### src/rtl/uart_rx_flow_if.sv
// Byte stream from the UART receive FIFO to the system bus logic.
// master drives data/valid, slave returns ready; a transfer happens on
// every clock where m_valid and m_ready are both high.
interface uart_rx_flow_if;
    logic [7:0] m_data;
    logic       m_valid;
    logic       m_ready;

    modport master (
        output m_data,
        output m_valid,
        input  m_ready
    );

    modport slave (
        input  m_data,
        input  m_valid,
        output m_ready
    );
endinterface

### src/rtl/uart_rx_flow.sv
// UART receive front-end: 2-FF synchroniser, 8N1 deserialiser, show-ahead
// byte FIFO behind a valid/ready port, and registered RTS flow control.
// Optional build macro UART_RX_PARITY_EN switches the frame to 8E1, adds a
// PARITY state and a parity_err pulse output.
module uart_rx_flow #(
    parameter int unsigned CLK_HZ     = 100000000,
    parameter int unsigned BAUD       = 115200,
    parameter int unsigned FIFO_DEPTH = 16,
    parameter int unsigned RTS_THRESH = 12
) (
    input  logic                             clk_100mhz,
    input  logic                             resetn,
    input  logic                             uart_rxd,
    output logic                             uart_rtsn,
    uart_rx_flow_if.master                   m,
    output logic [$clog2(FIFO_DEPTH+1)-1:0]  fifo_level,
    output logic                             frame_err,
    output logic                             overrun
`ifdef UART_RX_PARITY_EN
    ,
    output logic                             parity_err
`endif
);

    localparam int unsigned DIV = CLK_HZ / BAUD;
    localparam int unsigned TW  = $clog2(DIV);
    localparam int unsigned AW  = $clog2(FIFO_DEPTH);
    localparam int unsigned LW  = $clog2(FIFO_DEPTH + 1);

    // Timer counts down to zero, so loads are one less than the interval.
    localparam logic [TW-1:0] FULL_LD = TW'(DIV - 1);
    localparam logic [TW-1:0] HALF_LD = TW'(DIV / 2 - 1);

    typedef enum logic [2:0] {
        S_IDLE,
        S_START,
        S_DATA,
`ifdef UART_RX_PARITY_EN
        S_PARITY,
`endif
        S_STOP,
        S_BREAK
    } state_t;

    // Line synchroniser
    logic rx_meta_q;
    logic rx_sync_q;
    logic rx_prev_q;

    // Receive FSM
    state_t        state_q;
    logic [TW-1:0] timer_q;
    logic [2:0]    bit_idx_q;
    logic [7:0]    shift_q;
    logic          push_q;
    logic          frame_err_q;
`ifdef UART_RX_PARITY_EN
    logic          par_bad_q;
    logic          parity_err_q;
`endif

    // FIFO
    logic [7:0]    mem_q [FIFO_DEPTH];
    logic [AW-1:0] wr_ptr_q, wr_ptr_d;
    logic [AW-1:0] rd_ptr_q, rd_ptr_d;
    logic [LW-1:0] count_q, count_d;
    logic          m_valid_q, m_valid_d;
    logic [7:0]    m_data_q, m_data_d;
    logic          overrun_q, overrun_d;
    logic          rts_q;

    logic          pop;
    logic          full;
    logic          do_push;
    logic          timer_done;

    assign timer_done = (timer_q == '0);

    // Two-flop synchroniser plus one history flop for falling-edge detect.
    always_ff @(posedge clk_100mhz or negedge resetn) begin
        if (!resetn) begin
            rx_meta_q <= 1'b1;
            rx_sync_q <= 1'b1;
            rx_prev_q <= 1'b1;
        end else begin
            rx_meta_q <= uart_rxd;
            rx_sync_q <= rx_meta_q;
            rx_prev_q <= rx_sync_q;
        end
    end

    // Frame FSM: mid-bit sampling, shift LSB first, registered push/error pulses.
    always_ff @(posedge clk_100mhz or negedge resetn) begin
        if (!resetn) begin
            state_q      <= S_IDLE;
            timer_q      <= '0;
            bit_idx_q    <= '0;
            shift_q      <= '0;
            push_q       <= 1'b0;
            frame_err_q  <= 1'b0;
`ifdef UART_RX_PARITY_EN
            par_bad_q    <= 1'b0;
            parity_err_q <= 1'b0;
`endif
        end else begin
            push_q      <= 1'b0;
            frame_err_q <= 1'b0;
`ifdef UART_RX_PARITY_EN
            parity_err_q <= 1'b0;
`endif
            case (state_q)
                S_IDLE: begin
                    if (rx_prev_q && !rx_sync_q) begin
                        state_q <= S_START;
                        timer_q <= HALF_LD;
                    end
                end
                S_START: begin
                    if (timer_done) begin
                        timer_q <= FULL_LD;
                        if (!rx_sync_q) begin
                            state_q   <= S_DATA;
                            bit_idx_q <= '0;
                        end else begin
                            state_q <= S_IDLE;
                        end
                    end else begin
                        timer_q <= timer_q - TW'(1);
                    end
                end
                S_DATA: begin
                    if (timer_done) begin
                        timer_q <= FULL_LD;
                        shift_q <= {rx_sync_q, shift_q[7:1]};
                        if (bit_idx_q == 3'd7) begin
`ifdef UART_RX_PARITY_EN
                            state_q <= S_PARITY;
`else
                            state_q <= S_STOP;
`endif
                        end else begin
                            bit_idx_q <= bit_idx_q + 3'd1;
                        end
                    end else begin
                        timer_q <= timer_q - TW'(1);
                    end
                end
`ifdef UART_RX_PARITY_EN
                S_PARITY: begin
                    if (timer_done) begin
                        timer_q   <= FULL_LD;
                        par_bad_q <= ^{shift_q, rx_sync_q};
                        state_q   <= S_STOP;
                    end else begin
                        timer_q <= timer_q - TW'(1);
                    end
                end
`endif
                S_STOP: begin
                    if (timer_done) begin
                        timer_q <= FULL_LD;
                        if (rx_sync_q) begin
                            state_q <= S_IDLE;
`ifdef UART_RX_PARITY_EN
                            if (par_bad_q) begin
                                parity_err_q <= 1'b1;
                            end else begin
                                push_q <= 1'b1;
                            end
`else
                            push_q <= 1'b1;
`endif
                        end else begin
                            frame_err_q <= 1'b1;
                            state_q     <= S_BREAK;
                        end
                    end else begin
                        timer_q <= timer_q - TW'(1);
                    end
                end
                S_BREAK: begin
                    if (rx_sync_q) begin
                        state_q <= S_IDLE;
                        timer_q <= FULL_LD;
                    end
                end
                default: begin
                    state_q <= S_IDLE;
                end
            endcase
        end
    end

    // FIFO next state; the head register is refilled from the post-update
    // read pointer, bypassing the write data when it becomes the only entry.
    always_comb begin
        pop       = m_valid_q & m.m_ready;
        full      = (count_q == LW'(FIFO_DEPTH));
        do_push   = push_q & (~full | pop);
        overrun_d = push_q & full & ~pop;

        count_d = count_q;
        if (do_push && !pop) begin
            count_d = count_q + LW'(1);
        end else if (pop && !do_push) begin
            count_d = count_q - LW'(1);
        end

        wr_ptr_d = do_push ? wr_ptr_q + AW'(1) : wr_ptr_q;
        rd_ptr_d = pop     ? rd_ptr_q + AW'(1) : rd_ptr_q;

        m_valid_d = (count_d != '0);
        m_data_d  = m_data_q;
        if (count_d != '0) begin
            if (do_push && count_d == LW'(1)) begin
                m_data_d = shift_q;
            end else begin
                m_data_d = mem_q[rd_ptr_d];
            end
        end
    end

    // FIFO storage, pointers, registered stream outputs and RTS.
    always_ff @(posedge clk_100mhz or negedge resetn) begin
        if (!resetn) begin
            for (int unsigned i = 0; i < FIFO_DEPTH; i++) begin
                mem_q[i] <= '0;
            end
            wr_ptr_q  <= '0;
            rd_ptr_q  <= '0;
            count_q   <= '0;
            m_valid_q <= 1'b0;
            m_data_q  <= '0;
            overrun_q <= 1'b0;
            rts_q     <= 1'b1;
        end else begin
            if (do_push) begin
                mem_q[wr_ptr_q] <= shift_q;
            end
            wr_ptr_q  <= wr_ptr_d;
            rd_ptr_q  <= rd_ptr_d;
            count_q   <= count_d;
            m_valid_q <= m_valid_d;
            m_data_q  <= m_data_d;
            overrun_q <= overrun_d;
            rts_q     <= (count_q >= LW'(RTS_THRESH));
        end
    end

    assign m.m_data   = m_data_q;
    assign m.m_valid  = m_valid_q;
    assign fifo_level = count_q;
    assign uart_rtsn  = rts_q;
    assign frame_err  = frame_err_q;
    assign overrun    = overrun_q;
`ifdef UART_RX_PARITY_EN
    assign parity_err = parity_err_q;
`endif

endmodule

### src/flat_wrapper.sv
// flat-port wrapper written by rule: the top's interface ports become plain ports
module uart_rx_flow_flat 
#(
    parameter int unsigned CLK_HZ     = 100000000,
    parameter int unsigned BAUD       = 115200,
    parameter int unsigned FIFO_DEPTH = 16,
    parameter int unsigned RTS_THRESH = 12
)
  (clk_100mhz, resetn, uart_rxd, uart_rtsn, fifo_level, frame_err, overrun, m_m_data, m_m_valid, m_m_ready);
  uart_rx_flow_if m_i ();
  input  logic clk_100mhz;
  input  logic resetn;
  input  logic uart_rxd;
  output logic uart_rtsn;
  output logic [$clog2(FIFO_DEPTH+1)-1:0] fifo_level;
  output logic frame_err;
  output logic overrun;
  output wire logic [$bits(m_i.m_data)-1:0] m_m_data;
  output wire logic [$bits(m_i.m_valid)-1:0] m_m_valid;
  input wire logic [$bits(m_i.m_ready)-1:0] m_m_ready;
  assign m_m_data = m_i.m_data;
  assign m_m_valid = m_i.m_valid;
  assign m_i.m_ready = m_m_ready;
  uart_rx_flow #(.CLK_HZ(CLK_HZ), .BAUD(BAUD), .FIFO_DEPTH(FIFO_DEPTH), .RTS_THRESH(RTS_THRESH)) u_core (.clk_100mhz(clk_100mhz), .resetn(resetn), .uart_rxd(uart_rxd), .uart_rtsn(uart_rtsn), .m(m_i), .fifo_level(fifo_level), .frame_err(frame_err), .overrun(overrun));
endmodule
### config.mk
export PLATFORM = sky130hd
export DESIGN_NAME = uart_rx_flow_flat
export DESIGN_NICKNAME = d
export VERILOG_FILES = /design/src/rtl/uart_rx_flow_if.sv /design/src/rtl/uart_rx_flow.sv /design/src/flat_wrapper.sv
export SDC_FILE = /design/constraint.sdc
export NUM_CORES = 1
export LEC_CHECK = 0
export CAP_MARGIN = 20
export CORE_MARGIN = 4
export CORE_UTILIZATION = 35
export CTS_CLUSTER_DIAMETER = 100
export DETAILED_ROUTE_END_ITERATION = 12
export DONT_BUFFER_PORTS = 1
export SETUP_SLACK_MARGIN = 0.3
export SYNTH_ARGS = -nofsm -noshare
export SYNTH_HDL_FRONTEND = slang
export SYNTH_SLANG_ARGS = --single-unit
### constraint.sdc
create_clock -name clk_100mhz -period 3.05 [get_ports clk_100mhz]
set_input_delay 0.305 -clock clk_100mhz [delete_from_list [all_inputs] [get_ports clk_100mhz]]
set_output_delay 0.305 -clock clk_100mhz [all_outputs]
set_load 0.02 [all_outputs]
# Yosys cells after proc, flatten, opt, wreduce, memory -nomap -nowiden
# Index checks and enable logic that the tools add are counted.
dict set report op_classes {
  n_bitwise 9
  muxes 34
  eq_ne 15
  reduce_logical 18
  addsub 6
  magnitude_cmp 4
}
# cell n
set ops {}
lappend ops {{128-bit bitwise mux} 1}
lappend ops {{3-bit 2-to-1 mux} 11}
lappend ops {{8-bit binary-select mux with 4-bit select} 1}
lappend ops {{8-bit demux with 4-bit select} 1}
lappend ops {{8-bit 2-to-1 mux} 4}
lappend ops {{10-bit 2-to-1 mux} 3}
lappend ops {{10-bit one-hot mux with 3 select lines} 1}
lappend ops {{3-bit one-hot mux with 5 select lines} 1}
lappend ops {{2-bit by 1-bit != test with 1-bit output (second input constant)} 6}
lappend ops {{5-bit greater-or-equal comparator (second input constant)} 2}
lappend ops {{10-bit logical NOT} 1}
lappend ops {{5-bit 2-to-1 mux} 2}
lappend ops {{4-bit inverter with 5-bit output} 2}
lappend ops {{10-bit by 1-bit subtractor with 10-bit output (second input constant)} 1}
lappend ops {{4-bit by 1-bit adder with 4-bit output (second input constant)} 2}
lappend ops {{3-bit by 2-bit equality test with 1-bit output (second input constant)} 2}
lappend ops {{3-bit equality test (second input constant)} 2}
lappend ops {{1-bit 2-to-1 mux} 6}
lappend ops {{3-bit one-hot mux with 2 select lines} 1}
lappend ops {{6-bit AND reduction} 1}
lappend ops {{5-bit by 1-bit adder with 5-bit output (second input constant)} 1}
lappend ops {{5-bit by 1-bit equality test with 1-bit output (second input constant)} 1}
lappend ops {{5-bit equality test (second input constant)} 1}
lappend ops {{5-bit by 4-bit greater-or-equal comparator with 1-bit output (second input constant)} 1}
lappend ops {{other kinds (20)} 31}
dict set report totals {
  out_inout_bits 17
  register_bits 181
  input_bits 4
  wordCells 118
}

# Depth between registers and ports, before layout
dict set report logic_depth {
  ltp_word 11
  ltp_mapped 10
  mapped_depth_nobuf 8
}

# Least setup slack after synthesis
# No wires, ideal clock.
dict set report synth_timing {
  path_type {reg2reg}
  start {reg u_core.count_q[0], in the netlist u_core.fifo_level[0]}
  end {reg u_core.m_data_q[7], in the netlist u_core.m.m_data[7]}
  stages_incl_launch_ff 10
  arrival_ns 2.477
  n_path_buf 1
  path_slack_ns 0.470
  setup_ns 0.104
  path_cell_list {dfrtp_1 > inv_1 > ha_1 > and4bb_2 > o31ai_1 > o2111ai_1 > nor4_4 > o21ba_2 > buf_6 > a221oi_1}
}
dict set report synth_between {
  elab_chain_cells 11
  elab_cells_between_ends 15
}
# item line_no
set synth_rtl {}
lappend synth_rtl {{from (decl)} uart_rx_flow.sv:66} ;# logic [LW-1:0] count_q, count_d;
lappend synth_rtl {{from (signal assigned)} uart_rx_flow.sv:242} ;# count_q <= count_d;
lappend synth_rtl {{5-bit equality test} uart_rx_flow.sv:198} ;# full = (count_q == LW'(FIFO_DEPTH));
lappend synth_rtl {{1-bit inverter} uart_rx_flow.sv:199} ;# do_push = push_q & (~full | pop);
lappend synth_rtl {{1-bit OR} uart_rx_flow.sv:199}
lappend synth_rtl {{1-bit AND} uart_rx_flow.sv:199}
lappend synth_rtl {{1-bit logical NOT} uart_rx_flow.sv:205} ;# end else if (pop && !do_push) begin
lappend synth_rtl {{1-bit logical AND} uart_rx_flow.sv:205}
lappend synth_rtl {{5-bit 2-to-1 mux} uart_rx_flow.sv:205}
lappend synth_rtl {{5-bit 2-to-1 mux} uart_rx_flow.sv:203} ;# if (do_push && !pop) begin
lappend synth_rtl {{5-bit by 1-bit equality test with 1-bit output} uart_rx_flow.sv:215} ;# if (do_push && count_d == LW'(1)) begin
lappend synth_rtl {{1-bit logical AND} uart_rx_flow.sv:215}
lappend synth_rtl {{8-bit 2-to-1 mux} uart_rx_flow.sv:215}
lappend synth_rtl {{to (signal assigned)} uart_rx_flow.sv:244} ;# m_data_q <= m_data_d;
lappend synth_rtl {{to (decl)} uart_rx_flow.sv:68} ;# logic [7:0] m_data_q, m_data_d;
# Several ways; a longest one is shown, not always the timed one.
# A chain may end at the register's enable or synchronous reset.

# Final worst setup path
dict set report layout_timing {
  start {reg u_core.m_valid_q, in the netlist u_core.m.m_valid}
  end {reg u_core.m_data_q[1], in the netlist u_core.m.m_data[1]}
}
dict set report layout_between {
  elab_chain_cells 10
  elab_cells_between_ends 18
}
# item line_no
set layout_rtl {}
lappend layout_rtl {{from (decl)} uart_rx_flow.sv:67} ;# logic m_valid_q, m_valid_d;
lappend layout_rtl {{from (signal assigned)} uart_rx_flow.sv:243} ;# m_valid_q <= m_valid_d;
lappend layout_rtl {{1-bit AND (*)} uart_rx_flow.sv:197} ;# pop = m_valid_q & m.m_ready;
lappend layout_rtl {{1-bit OR} uart_rx_flow.sv:199}
lappend layout_rtl {{1-bit AND} uart_rx_flow.sv:199}
lappend layout_rtl {{1-bit logical NOT} uart_rx_flow.sv:205}
lappend layout_rtl {{1-bit logical AND} uart_rx_flow.sv:205}
lappend layout_rtl {{5-bit 2-to-1 mux} uart_rx_flow.sv:205}
lappend layout_rtl {{5-bit 2-to-1 mux} uart_rx_flow.sv:203}
lappend layout_rtl {{5-bit by 1-bit equality test with 1-bit output} uart_rx_flow.sv:215}
lappend layout_rtl {{1-bit logical AND} uart_rx_flow.sv:215}
lappend layout_rtl {{8-bit 2-to-1 mux} uart_rx_flow.sv:215}
# Mark *: on every way between the ends. The rest lies on a longest branch, timed or not. The select of a mux whose other input is x is not followed.

==> metrics.cfg <==
[status]
status=complete, but fails checks
violations=negative hold slack

[floorplan]
ioPinCount=21
start_util_pct=35.6
fp.dieH_um=174
die-width_um=174
rows=60
core_mm2=0.0270
dieArea_mm2=0.0301

[critical_path]
crit_required_ns=3.39
cp-startpoint=u_core.m.m_valid
worst_setup_path_start_kind=register
critPathCaptureType=register
reg2reg_depth=6
crit_end=u_core.m.m_data[1]
crit_fanout=17
r2r-start=u_core.m.m_valid
worst-endpoint-arrival_ns=2.93
reg2reg_slack_ns=0.45
timing.rr.end=u_core.m.m_data[1]
worstSetupPathType=register to register

[detailed_routing]
routed_wl_um=22000
drt_iter0_drc=515
dr_total_vias=6447
drt-wirelength-per-cell_um=19.3
ant_nets=0
post-route-drc-count=0
avgViaCountPerCell=5.68
firstDrtPassIters=6

[final_layout]
fillCellCount=2554
insertedDiodeCount=0
nNetsFinal=798
drive_gt1_share_pct=28.1
syn_to_final_growth_pct=9.92

[clock_tree]
clk_latency_ns=0.44
cts-hold-fix-buffers=1
clock_sinks=181
cts_tree=built
clock_path_buffers=2
h-tree-depth=4
cts_inserted_buffers=17
clk_pin_slew_ns=0.07
cts_root_buf=clkbuf_16

[global_routing]
antenna_found_initial=0
grt_max_degree=182
grt_pass1_vias=6458
grt_pass1_wl_um=36000
grt_overflow=0
grt_usage_pct=15.1

[yosys]
synth-seq-cells=181
synthMuxAreaShare_pct=30.6
yosys.area.top_type=dfrtp_1
synth_flop_cell=dfrtp_1
syn_nets=816
synth_top_family_by_area=multiplexers
ys_types=57
synth_xor_area_share_pct=0.730
synth-compound-area-share_pct=9.48
yosysSeqAreaShare_pct=47.3
synthTopCellsByArea=dfrtp_1 (46%), mux2_2 (16%), mux2i_1 (11%)
yosysWarnings=0
synthArstFlopShare_pct=100
synthAdderAreaFrac_pct=1.43
syn_area_per_cell_um2=12.0
synth-edff-count=0
synthesis.area_mm2=0.00959
netlist_instances=801
synth_top_cell_area_share_pct=46.2
synth_simple_gate_area_share_pct=7.08

[sta]
rsz0062_at_grt=false
hold_viol=181
slew_headroom_pct=41.2
setup_viol=0
fin_tns_setup_ns=0
post-route-period-util_pct=85.1
worst_slack_ns=0.454
drv_slew=0
clock.fmax_mhz=385
worstMarginPinSlew_ns=0.882
worst_hold_slack_ns=-0.444
finalCriticalPeriod_ns=2.60
skew_ns=0.0103

[hold_path]
hp-class=input pin to async pin

[run]
drv_cap=0

[power]
clkPwrFrac_pct=30.3
p_per_area_mw_per_mm2=690
p_switching_uw=2560
p_leak_uw=0.00483
sw_frac_of_total_pct=35.1
pwr-share-seq_pct=38.9
pwr-share-comb_pct=30.8
p_int_uw=4720
vdd_drop_max_v=0.000399

[placement]
dp_slack_ns=0.428
io_buffers=0
finalWeightedCongestion=0.799
detailed_place_hpwl_um=13800

## how the worst min path moves through the flow
| stage | to | slack, ns | cells after the start |
|---|---|---|---|
| after floorplan | u_core.bit_idx_q[0] | 0.009 | 0 |
| after global placement | u_core.mem_q[56] | 0.02 | 0 |
| after detailed placement | u_core.mem_q[59] | 0.02 | 0 |
| after CTS | u_core.mem_q[45] | -0.46 | 0 |
| after global routing | u_core.m.m_data[1] | -0.47 | 0 |
| final | u_core.m.m_data[2] | -0.44 | 0 |
## sequential cells by signal, indices dropped and copies added, names as in the netlist, 4 cells and up
| signal | count |
|---|---|
| u_core.fifo_level | 5 |
| u_core.timer_q | 10 |
| u_core.rd_ptr_q | 4 |
| u_core.m.m_data | 8 |
| u_core.mem_q | 128 |
| u_core.shift_q | 8 |
| u_core.wr_ptr_q | 4 |
## metal layers
metal	track usage (%)	vias up	wire, um
met2	23.5	135	10100
met3	2.75	34	934
li1	-	2979	-
met5	0	-	0
met1	20.8	3299	10400
met4	6.29	0	537
## synthesized netlist by cell type, types with 2 or more instances
cell type / instances
a21oi_1: 38
a21o_1: 3
nor4_1: 8
nand2_1: 16
mux2i_1: 104
or2_2: 3
a21boi_0: 2
nand3b_1: 2
or3_1: 2
ha_1: 11
buf_2: 18
o22ai_1: 48
mux2_2: 136
and3_1: 3
nand4b_1: 3
o31ai_1: 4
buf_1: 9
o22a_1: 2
nand2b_1: 2
nand4_1: 6
xnor2_1: 8
mux4_2: 16
inv_1: 16
dfstp_2: 4
nor2_1: 27
and2_1: 3
nor2b_1: 5
nor3_1: 13
a221oi_1: 7
o21ai_0: 12
a211oi_1: 12
nand3_1: 20
dfrtp_1: 177
a22o_1: 2
a31oi_1: 3
clkbuf_1: 34
o21a_1: 2
## cells by family after synthesis
kind of cell,after synthesis
compound gates,143
xor+xnor,8
fa+ha+maj,11
buf+inv,79
flops,181
mux,256
simple gates,123
## repair_timing
item | in CTS | in global routing
setup buffers | 0 | 3
endpoints found under the setup margin | 0 | 9
endpoints found under the hold margin | 182 | 181
resized for setup | 0 | 2
## power groups by stage
| stage | sequential [uW] | clock [uW] | combinational, uW |
|---|---|---|---|
| 3_5_place_dp | 2870 | 0 | 2240 |
| 5_1_grt | 2860 | 2360 | 2410 |
| 6_report | 2830 | 2210 | 2240 |
| 3_3_place_gp | 2870 | 0 | 2200 |
| 2_1_floorplan | 2820 | 0 | 1730 |
| 4_1_cts | 2830 | 2260 | 2240 |
## through the flow
stage	cell area [um^2]	power (uW)	hold slack, ns	utilization, %	instances
final	10500	7270	-0.444	39.1	1136
after global placement	9930	5070	0.0174	36.9	1101
after CTS	10500	7320	-0.460	39.0	1133
after detailed placement	9930	5110	0.0186	36.9	1101
after global routing	10500	7630	-0.468	39.1	1136
after floorplan	9590	4550	0.00941	-	801
## worst max-delay path, stage by stage, from the launching register on
cell	delay [ns]
dfrtp_1	0.50
nand2_2	0.19
o21a_1	0.36
or2_2	0.54
mux2i_1	0.40
a21oi_1	0.19
a221oi_1	0.30
## cells in the final DEF (no fill, tap or decap), types with 16 or more instances in the layout
master,n
mux2_2,136
clkbuf_16,17
buf_4,24
mux2i_1,104
nor2_1,27
inv_1,16
o22ai_1,48
mux4_2,16
a21oi_1,38
dfrtp_1,175
nand3_1,20
nand2_1,16
## layout make-up
type                       count  area (um^2)  area share, %
inverter                      16         60.1          0.569
tap                          341          427           4.05
timing repair buffer          26          210           1.99
sequential                   181         4540           43.0
clock inverter                11          124           1.17
clock buffer                  20          457           4.33
multi-input combinational    541         4730           44.8
Power figures use the tool's default switching activity.
